<file path="src/rtl/traffic_ctrl_param.sv">
// ----------------------------------------------------------------------------
// traffic_ctrl_param
//   Parametrised four-approach traffic-light controller: two main through
//   lanes (M1, M2), the main turn lane (MT) and a side road (S). Phases are
//   timed by a dwell counter that advances only on prescaler ticks. The side
//   phase is skipped when no side vehicle is pending, and a level-sensitive
//   flash request puts the junction into blinking maintenance mode. Leaving
//   maintenance mode passes through an all-red recovery interval.
//
// Ports
//   clk       in   single clock, all state changes on posedge
//   reset     in   synchronous active-high reset
//   tick      in   one-cycle advance enable from the 1 Hz prescaler
//   side_req  in   side-road vehicle sensor, sampled every cycle
//   flash     in   maintenance mode request, level sensitive
//   M1/M2/MT/S out lamp codes {R,Y,G}: 100 red, 010 yellow, 001 green, 000 dark
//   phase     out  current state encoding (0..7)
//   count     out  current dwell count
// ----------------------------------------------------------------------------
module traffic_ctrl_param #(
    parameter int unsigned CNT_W    = 4,
    parameter int unsigned T_MAIN   = 7,
    parameter int unsigned T_TURN   = 5,
    parameter int unsigned T_SIDE   = 3,
    parameter int unsigned T_YEL    = 2,
    parameter int unsigned T_ALLRED = 2
) (
    input  logic             clk,
    input  logic             reset,
    input  logic             tick,
    input  logic             side_req,
    input  logic             flash,
    output logic [2:0]       M1,
    output logic [2:0]       M2,
    output logic [2:0]       MT,
    output logic [2:0]       S,
    output logic [2:0]       phase,
    output logic [CNT_W-1:0] count
);

    // Largest terminal count, used to validate CNT_W at elaboration.
    function automatic int unsigned max2(input int unsigned a, input int unsigned b);
        return (a > b) ? a : b;
    endfunction

    localparam int unsigned T_MAX = max2(max2(max2(T_MAIN, T_TURN), max2(T_SIDE, T_YEL)), T_ALLRED);

    if (64'(T_MAX) > ((64'(1) << CNT_W) - 64'(1))) begin : g_cnt_w_check
        $error("traffic_ctrl_param: CNT_W=%0d cannot hold terminal count %0d", CNT_W, T_MAX);
    end

    // Lamp codes {R,Y,G}.
    localparam logic [2:0] LAMP_RED  = 3'b100;
    localparam logic [2:0] LAMP_YEL  = 3'b010;
    localparam logic [2:0] LAMP_GRN  = 3'b001;
    localparam logic [2:0] LAMP_DARK = 3'b000;

    typedef enum logic [2:0] {
        ST_MAIN_GO  = 3'd0,
        ST_M2_YEL   = 3'd1,
        ST_TURN_GO  = 3'd2,
        ST_M1_YEL   = 3'd3,
        ST_SIDE_GO  = 3'd4,
        ST_SIDE_YEL = 3'd5,
        ST_ALL_RED  = 3'd6,
        ST_FLASH    = 3'd7
    } state_t;

    state_t           state_q;
    state_t           state_d;
    logic [CNT_W-1:0] count_q;
    logic [CNT_W-1:0] count_d;
    logic             side_pend_q;
    logic             side_pend_d;
    logic             blink_q;
    logic             blink_d;

    logic [CNT_W-1:0] t_cur;
    logic             at_term;
    logic             side_go;

    // State register: state, dwell counter, pending side request, blink phase.
    always_ff @(posedge clk) begin
        if (reset) begin
            state_q     <= ST_MAIN_GO;
            count_q     <= '0;
            side_pend_q <= 1'b0;
            blink_q     <= 1'b0;
        end else begin
            state_q     <= state_d;
            count_q     <= count_d;
            side_pend_q <= side_pend_d;
            blink_q     <= blink_d;
        end
    end

    // Terminal dwell count of the current state; FLASH is untimed.
    always_comb begin
        t_cur = '0;
        case (state_q)
            ST_MAIN_GO:  t_cur = CNT_W'(T_MAIN);
            ST_M2_YEL:   t_cur = CNT_W'(T_YEL);
            ST_TURN_GO:  t_cur = CNT_W'(T_TURN);
            ST_M1_YEL:   t_cur = CNT_W'(T_YEL);
            ST_SIDE_GO:  t_cur = CNT_W'(T_SIDE);
            ST_SIDE_YEL: t_cur = CNT_W'(T_YEL);
            ST_ALL_RED:  t_cur = CNT_W'(T_ALLRED);
            default:     t_cur = '0;
        endcase
    end

    assign at_term = (count_q == t_cur);
    // A request arriving on the deciding tick still counts toward the decision.
    assign side_go = side_pend_q | side_req;

    // Next-state logic: flash override first, then tick-gated dwell/advance.
    always_comb begin
        state_d     = state_q;
        count_d     = count_q;
        blink_d     = blink_q;
        side_pend_d = side_pend_q | side_req;

        if (flash) begin
            state_d = ST_FLASH;
            count_d = '0;
            if (state_q != ST_FLASH) begin
                blink_d = 1'b1;
            end else if (tick) begin
                blink_d = ~blink_q;
            end
        end else if (state_q == ST_FLASH) begin
            state_d = ST_ALL_RED;
            count_d = '0;
        end else if (tick) begin
            if (at_term) begin
                count_d = '0;
                case (state_q)
                    ST_MAIN_GO:  state_d = ST_M2_YEL;
                    ST_M2_YEL:   state_d = ST_TURN_GO;
                    ST_TURN_GO:  state_d = ST_M1_YEL;
                    ST_M1_YEL:   state_d = side_go ? ST_SIDE_GO : ST_MAIN_GO;
                    ST_SIDE_GO:  state_d = ST_SIDE_YEL;
                    ST_SIDE_YEL: state_d = ST_MAIN_GO;
                    ST_ALL_RED:  state_d = ST_MAIN_GO;
                    default:     state_d = ST_MAIN_GO;
                endcase
            end else begin
                count_d = count_q + CNT_W'(1);
            end
        end

        // Serving the side road consumes the request; clear beats a new request.
        if ((state_d == ST_SIDE_GO) && (state_q != ST_SIDE_GO)) begin
            side_pend_d = 1'b0;
        end
    end

    // Moore output decode of the registered state.
    always_comb begin
        M1    = LAMP_RED;
        M2    = LAMP_RED;
        MT    = LAMP_RED;
        S     = LAMP_RED;
        phase = state_q;
        count = count_q;
        case (state_q)
            ST_MAIN_GO: begin
                M1 = LAMP_GRN;
                M2 = LAMP_GRN;
            end
            ST_M2_YEL: begin
                M1 = LAMP_GRN;
                M2 = LAMP_YEL;
            end
            ST_TURN_GO: begin
                M1 = LAMP_GRN;
                MT = LAMP_GRN;
            end
            ST_M1_YEL: begin
                M1 = LAMP_YEL;
                MT = LAMP_YEL;
            end
            ST_SIDE_GO: begin
                S = LAMP_GRN;
            end
            ST_SIDE_YEL: begin
                S = LAMP_YEL;
            end
            ST_ALL_RED: begin
                M1 = LAMP_RED;
            end
            ST_FLASH: begin
                // Main approaches blink amber, side road blinks red.
                M1 = blink_q ? LAMP_YEL : LAMP_DARK;
                M2 = blink_q ? LAMP_YEL : LAMP_DARK;
                MT = blink_q ? LAMP_YEL : LAMP_DARK;
                S  = blink_q ? LAMP_RED : LAMP_DARK;
            end
            default: begin
                M1 = LAMP_RED;
            end
        endcase
    end

endmodule

</file>
<file path="config.mk">
export PLATFORM = sky130hd
export DESIGN_NAME = traffic_ctrl_param
export DESIGN_NICKNAME = d
export VERILOG_FILES = /design/src/rtl/traffic_ctrl_param.sv
export SDC_FILE = /design/constraint.sdc
export NUM_CORES = 1
export LEC_CHECK = 0
export BUFFER_PORTS_ARGS = -buffer_cell sky130_fd_sc_hd__buf_4
export CORE_MARGIN = 2
export CORE_UTILIZATION = 45
export CTS_CLUSTER_DIAMETER = 30
export DETAILED_ROUTE_END_ITERATION = 7
export GPL_ROUTABILITY_DRIVEN = 0
export PLACE_DENSITY_LB_ADDON = 0.15
export SETUP_SLACK_MARGIN = 0.15
export SLEW_MARGIN = 20
export SYNTH_ARGS = -nofsm -noshare
export SYNTH_HDL_FRONTEND = slang
export SYNTH_SLANG_ARGS = --single-unit
</file>
<file path="constraint.sdc">
create_clock -name clk -period 2.1 [get_ports clk]
set_input_delay 0.21 -clock clk [delete_from_list [all_inputs] [get_ports clk]]
set_output_delay 0.21 -clock clk [all_outputs]
set_load 0.02 [all_outputs]
</file>
==> flow_summary.toml, run 1 <==
[status]
status = "completed"

[synthesis]
synth.distinct_cells = 30
netlist.area_leader.share_pct = 30.77
yosysSeqAreaShare_pct = 30.77
synthesis.area_um2 = 585.6
netlist_instances = 79
synthesis.nets = 85
yosys-top-cells-area = "dfxtp_1, nor2_1, a21oi_1"
yosysWarnings = 0
ys_ff_latch = 9
synth_top_area_cell = "dfxtp_1"
synth_area_per_cell_um2 = 7.412

[power]
p_total_uw = 520.8
total_leakage_power_nw = 0.3703
powerDensity_nw_per_um2 = 656.5
ir_drop_v = 0.0005360

[timing]
fin_crit_sh_pct = 82.47
hold_ws_ns = 0.1723
tightest_slew_ns = 0.4053
fin_skew_ns = 0.005403
setup_viol = 0
period_minus_slack_ns = 1.732
fmax_ghz = 0.5774
rsz0062_at_grt = "no"
slew_headroom_pct = 72.77
slew_viol_final = 0
fin_setup_tns_ns = 0
finalHoldViolCount = 0

[worst_setup_path]
worst_ep_arrival_time_ns = 1.93
startpoint_type = "flop"
r2r_start = "phase[0]$_SDFF_PP0_"
critPathKind = "flop to flop"
critPathRequiredTime_ns = 2.30
cp-startpoint = "phase[0]$_SDFF_PP0_"
reg2regPathDepth = 5
regToRegSetupSlack_ns = 0.37
worstSetupEndpointType = "flop"
r2r-end = "count[2]$_SDFFE_PP0P_"
cp_max_fo = 14

[clock_network]
htree_levels = 1
cts_buffer_depth = 2
cts_hold_buf = 0
cts_sinks = 9
clk_pin_slew_ns = 0.06
cts_buffers = 3
cts_tree = "yes"
clkLatencyLatePin_ns = 0.26
cts_root_buf = "clkbuf_4"

[global_routing]
grt-ovfl-total = 0
grt_pass1_vias = 527
grt_pass1_wl_um = 2318
grt_max_degree = 15
grt_use_total_pct = 22.32
antenna_found_initial = 0

[finish]
area_growth_pct = 35.47
drive_above_1_share_pct = 31.68
final_area_um2 = 793.3
diodes = 0
final_nets = 108

[routing]
via_count = 625
drt-total-wl_um = 1460
dr.pass1.iters = 4
top_layer = "met4"
route.met2.wl_um = 650
drc = 0
wl_per_cell_um = 12.70
wl_met1_um = 696
final_antenna_net_count = 0
dr_wl_met3_um = 75
drt_iter0_drc = 8
drt-vias-per-instance = 5.435

[die]
pin_count = 24
start_util_pct = 50.65
die_h_um = 40.07
rows = 12
die_w_um = 40.07
die-area_um2 = 1606
core_region_area_um2 = 1156

[placement]
hpwlAfterDp_um = 1064
numPortBuffers = 23
placed_area_um2 = 764.5

[worst_hold_path]
worstHoldStart = "reset"
holdCritPathClass = "input pin to flop"
hold_depth = 2
hold_end = "phase[1]$_SDFF_PP0_"

[flow_run]
cap_violations = 0
## cell usage after synthesis
master,count
nand4_1,1
a21oi_1,8
nand2_1,4
o31ai_1,1
inv_1,3
a211o_1,1
a21o_1,1
o21ai_0,3
nor4_1,1
or4_4,1
nor2b_1,1
nor2_1,12
or2_2,1
o211ai_1,1
a41o_1,1
clkbuf_1,7
o21ai_1,1
o2111ai_1,1
or3_1,1
ha_1,1
o41ai_1,1
xor2_1,3
mux2i_1,3
a2bb2oi_1,1
a21boi_1,1
nor3_1,5
xnor2_1,2
and3_1,2
dfxtp_1,9
nand2b_1,1
## report_power, final
part           switching [mW]  internal, mW
combinational           0.105        0.0816
clock                  0.0628        0.0703
sequential             0.0194         0.181
## flip-flops by register name, indices dropped and copies added (netlist names)
name,count
count,4
phase,3
blink_q,1
side_pend_q,1
## through the flow
stage	cells	setup slack [ns]	utilization (%)
6_report	115	0.3682	68.61
5_1_grt	115	0.2693	68.61
4_1_cts	115	0.2464	68.51
3_5_place_dp	111	0.2653	66.13
3_3_place_gp	111	0.3299	66.13
2_1_floorplan	79	0.4096	-
## layout by cell type (no fill, tap or decap), types with 2 or more instances in the layout
cell      synthesis  final
nor2_1           12     12
nand2_1           4      4
inv_1             3      3
and3_1            2      2
xor2_1            3      3
clkbuf_4          0      3
mux2i_1           3      3
o21ai_0           3      3
xnor2_1           2      2
a21oi_1           8      8
buf_4             0     25
nor3_1            5      5
dfxtp_1           9      8
## worst max-delay path: stages (launching register included)
cell	delay, ns
dfxtp_2	0.46
xnor2_1	0.19
mux2i_1	0.30
nor3_1	0.14
or4_4	0.45
nor2_1	0.12
## kinds of logic after synthesis
group           count (synthesis)  share of synthesized area [%]
simple gates                   30                          25.00
compound gates                 21                          23.08
buf+inv                        10                          6.411
flops                           9                          30.77
xor+xnor                        5                          7.480
mux                             3                          5.128
fa+ha+maj                       1                          2.136
## routing by layer
| layer | up-vias | GRT usage [%] |
|---|---|---|
| li1 | 327 | - |
| met1 | 275 | 28.24 |
| met2 | 19 | 33.06 |
| met3 | 4 | 5.000 |
| met4 | 0 | 15.52 |
| met5 | - | 0 |
## how the worst max path moves through the flow
stage / end / depth (start not counted) / slack, ns
global placement: count[0]$_SDFFE_PP0P_ / 5 / 0.33
CTS: count[2]$_SDFFE_PP0P_ / 5 / 0.25
finish: count[2]$_SDFFE_PP0P_ / 5 / 0.37
detailed placement: count[0]$_SDFFE_PP0P_ / 5 / 0.27
floorplan: count[1]$_SDFFE_PP0P_ / 5 / 0.41
global route: M2[2] / 5 / 0.27
## layout make-up
cell class	count	area [µm²]
Multi-Input combinational cell	60	367.9
Fill cell	92	362.8
Timing Repair Buffer	25	187.7
Sequential cell	9	181.4
Clock buffer	3	22.52
Tap cell	14	17.52
Inverter	3	11.26
Clock inverter	1	5.005
## what timing repair did
action / CTS / global route
gates resized for setup: 0 / 1
setup endpoints to repair: 0 / 4
setup buffers: 0 / 0
(Power assumes the default switching activity.)
==> run 2: changes to the inputs <==
clock period = 1.78 ns   (was 2.1 ns; I/O delays follow)
==> run 2 against run 1 <==
First-iteration DRC count rose to 3.3 times the previous value. Via count rose by 6.2%. Register-to-register slack got worse by 0.17 ns. Non-clock buffer count rose by 5. Sequential power rose by 17%. Combinational power rose by 35%. Power rose by 26%. Routed wire length rose by 6.9%. Largest cell class unchanged.
==> flow_summary.toml, run 2 (synthesized netlist as in run 1, its figures left out) <==
[die]
die_h_um = 40.07
core_region_area_um2 = 1156
die_w_um = 40.07
rows = 12
start_util_pct = 50.65
die-area_um2 = 1606
pin_count = 24

[timing]
fmax_ghz = 0.6312
period_minus_slack_ns = 1.584
tightest_slew_ns = 0.2626
fin_skew_ns = 0.005732
worst_slack_ns = 0.1957
hold_ws_ns = 0.1158
rsz0062_at_grt = "yes"
slew_headroom_pct = 82.27
slew_viol_final = 0
setup_viol = 0
fin_crit_sh_pct = 89.01
finalHoldViolCount = 0
fin_setup_tns_ns = 0

[flow_run]
cap_violations = 0

[clock_network]
clk_pin_slew_ns = 0.07
cts_tree = "yes"
cts_hold_buf = 0
htree_levels = 1
cts_root_buf = "clkbuf_4"
cts_buffer_depth = 2
cts_buffers = 3
cts_sinks = 9
clkLatencyLatePin_ns = 0.27

[placement]
place_ws_ns = 0.08345
dp.cells = 113
numPortBuffers = 23
placed_area_um2 = 782.0
hpwlAfterDp_um = 1056

[worst_setup_path]
crit_slowest_cell = "or4_4"
critPathRequiredTime_ns = 1.99
startpoint_type = "flop"
slowest_delay_ns = 0.45
worst_ep_arrival_time_ns = 1.79
critPathKind = "flop to flop"
cp_max_fo = 8
worstSetupEndpointType = "flop"
path_cells = "or3_1, o2111ai_2, nor3_2, or4_4, nor2_1"

[routing]
via_count = 664
drt-vias-per-instance = 5.533
final_antenna_net_count = 0
dr.pass1.iters = 4
drt-total-wl_um = 1561
wl_per_cell_um = 13.01
drc = 0
drt_iter0_drc = 26

[global_routing]
antenna_found_initial = 0
grt-ovfl-total = 0
grt_max_degree = 15
grt_pass1_wl_um = 2297
grt_use_total_pct = 21.71
grt_pass1_vias = 525

[finish]
largest_reg_flops = 4
finalCoreUtilization_pct = 74.35
mostFrequentLayoutCells = "buf_4, nor2_1, a21oi_1"
drive_above_1_share_pct = 40.57
final_area_um2 = 859.6
final_nets = 113
diodes = 0
area_growth_pct = 46.79
mostFrequentLayoutCell = "buf_4"
layoutNonFillerInstCount = 120

[worst_hold_path]
holdCritPathClass = "input pin to flop"

[power]
ir_drop_v = 0.0004652
powerDensity_nw_per_um2 = 762.9
p_total_uw = 655.8
total_leakage_power_nw = 0.4005

[status]
status = "completed"
==> run 2: repair_timing <==
item / in CTS / in global routing
resized for setup: 3 / 5
setup endpoints to repair: 6 / 10
pin swaps: 0 / 1
setup buffers: 1 / 2
==> run 2: area by class of cell <==
class	count	area, µm²
clock buffer	4	26.28
fill	96	296.5
inverter	3	11.26
multi-input combinational	60	389.1
sequential	9	190.2
tap	14	17.52
timing repair buffer	30	225.2
==> run 2: final timing paths <==
| path | from | end | slack [ns] | depth (start not counted) |
|---|---|---|---|---|
| setup / recovery | phase[0]$_SDFF_PP0_ | count[3]$_SDFFE_PP0P_ | 0.20 | 5 |
| hold / removal | reset | phase[1]$_SDFF_PP0_ | 0.12 | 2 |
| setup reg to reg | phase[0]$_SDFF_PP0_ | count[3]$_SDFFE_PP0P_ | 0.20 | 5 |
| hold reg to reg | count[2]$_SDFFE_PP0P_ | count[2]$_SDFFE_PP0P_ | 0.54 | 2 |
==> run 2: per-layer routing <==
layer	up-vias	routed length [µm]	global-route usage, %
met5	-	0	0
met4	0	14	12.93
met3	4	85	3.333
met2	19	742	33.06
met1	309	719	28.52
li1	332	-	-
==> run 2: worst max-delay path, delay by kind of cell, from the launching register on <==
family | cells | cell delay [ns]
and+or+nand+nor | 4 | 1.03
DFF | 1 | 0.38
AOI/OAI and AO/OA | 1 | 0.13
==> run 2: power breakdown <==
group,internal [mW],leakage (nW),total (mW),switching (mW)
Combinational,0.114,0.310,0.252,0.137
Sequential,0.215,0.0760,0.236,0.0210
Clock,0.0869,0.0150,0.168,0.0813
Total,0.416,0.400,0.656,0.240
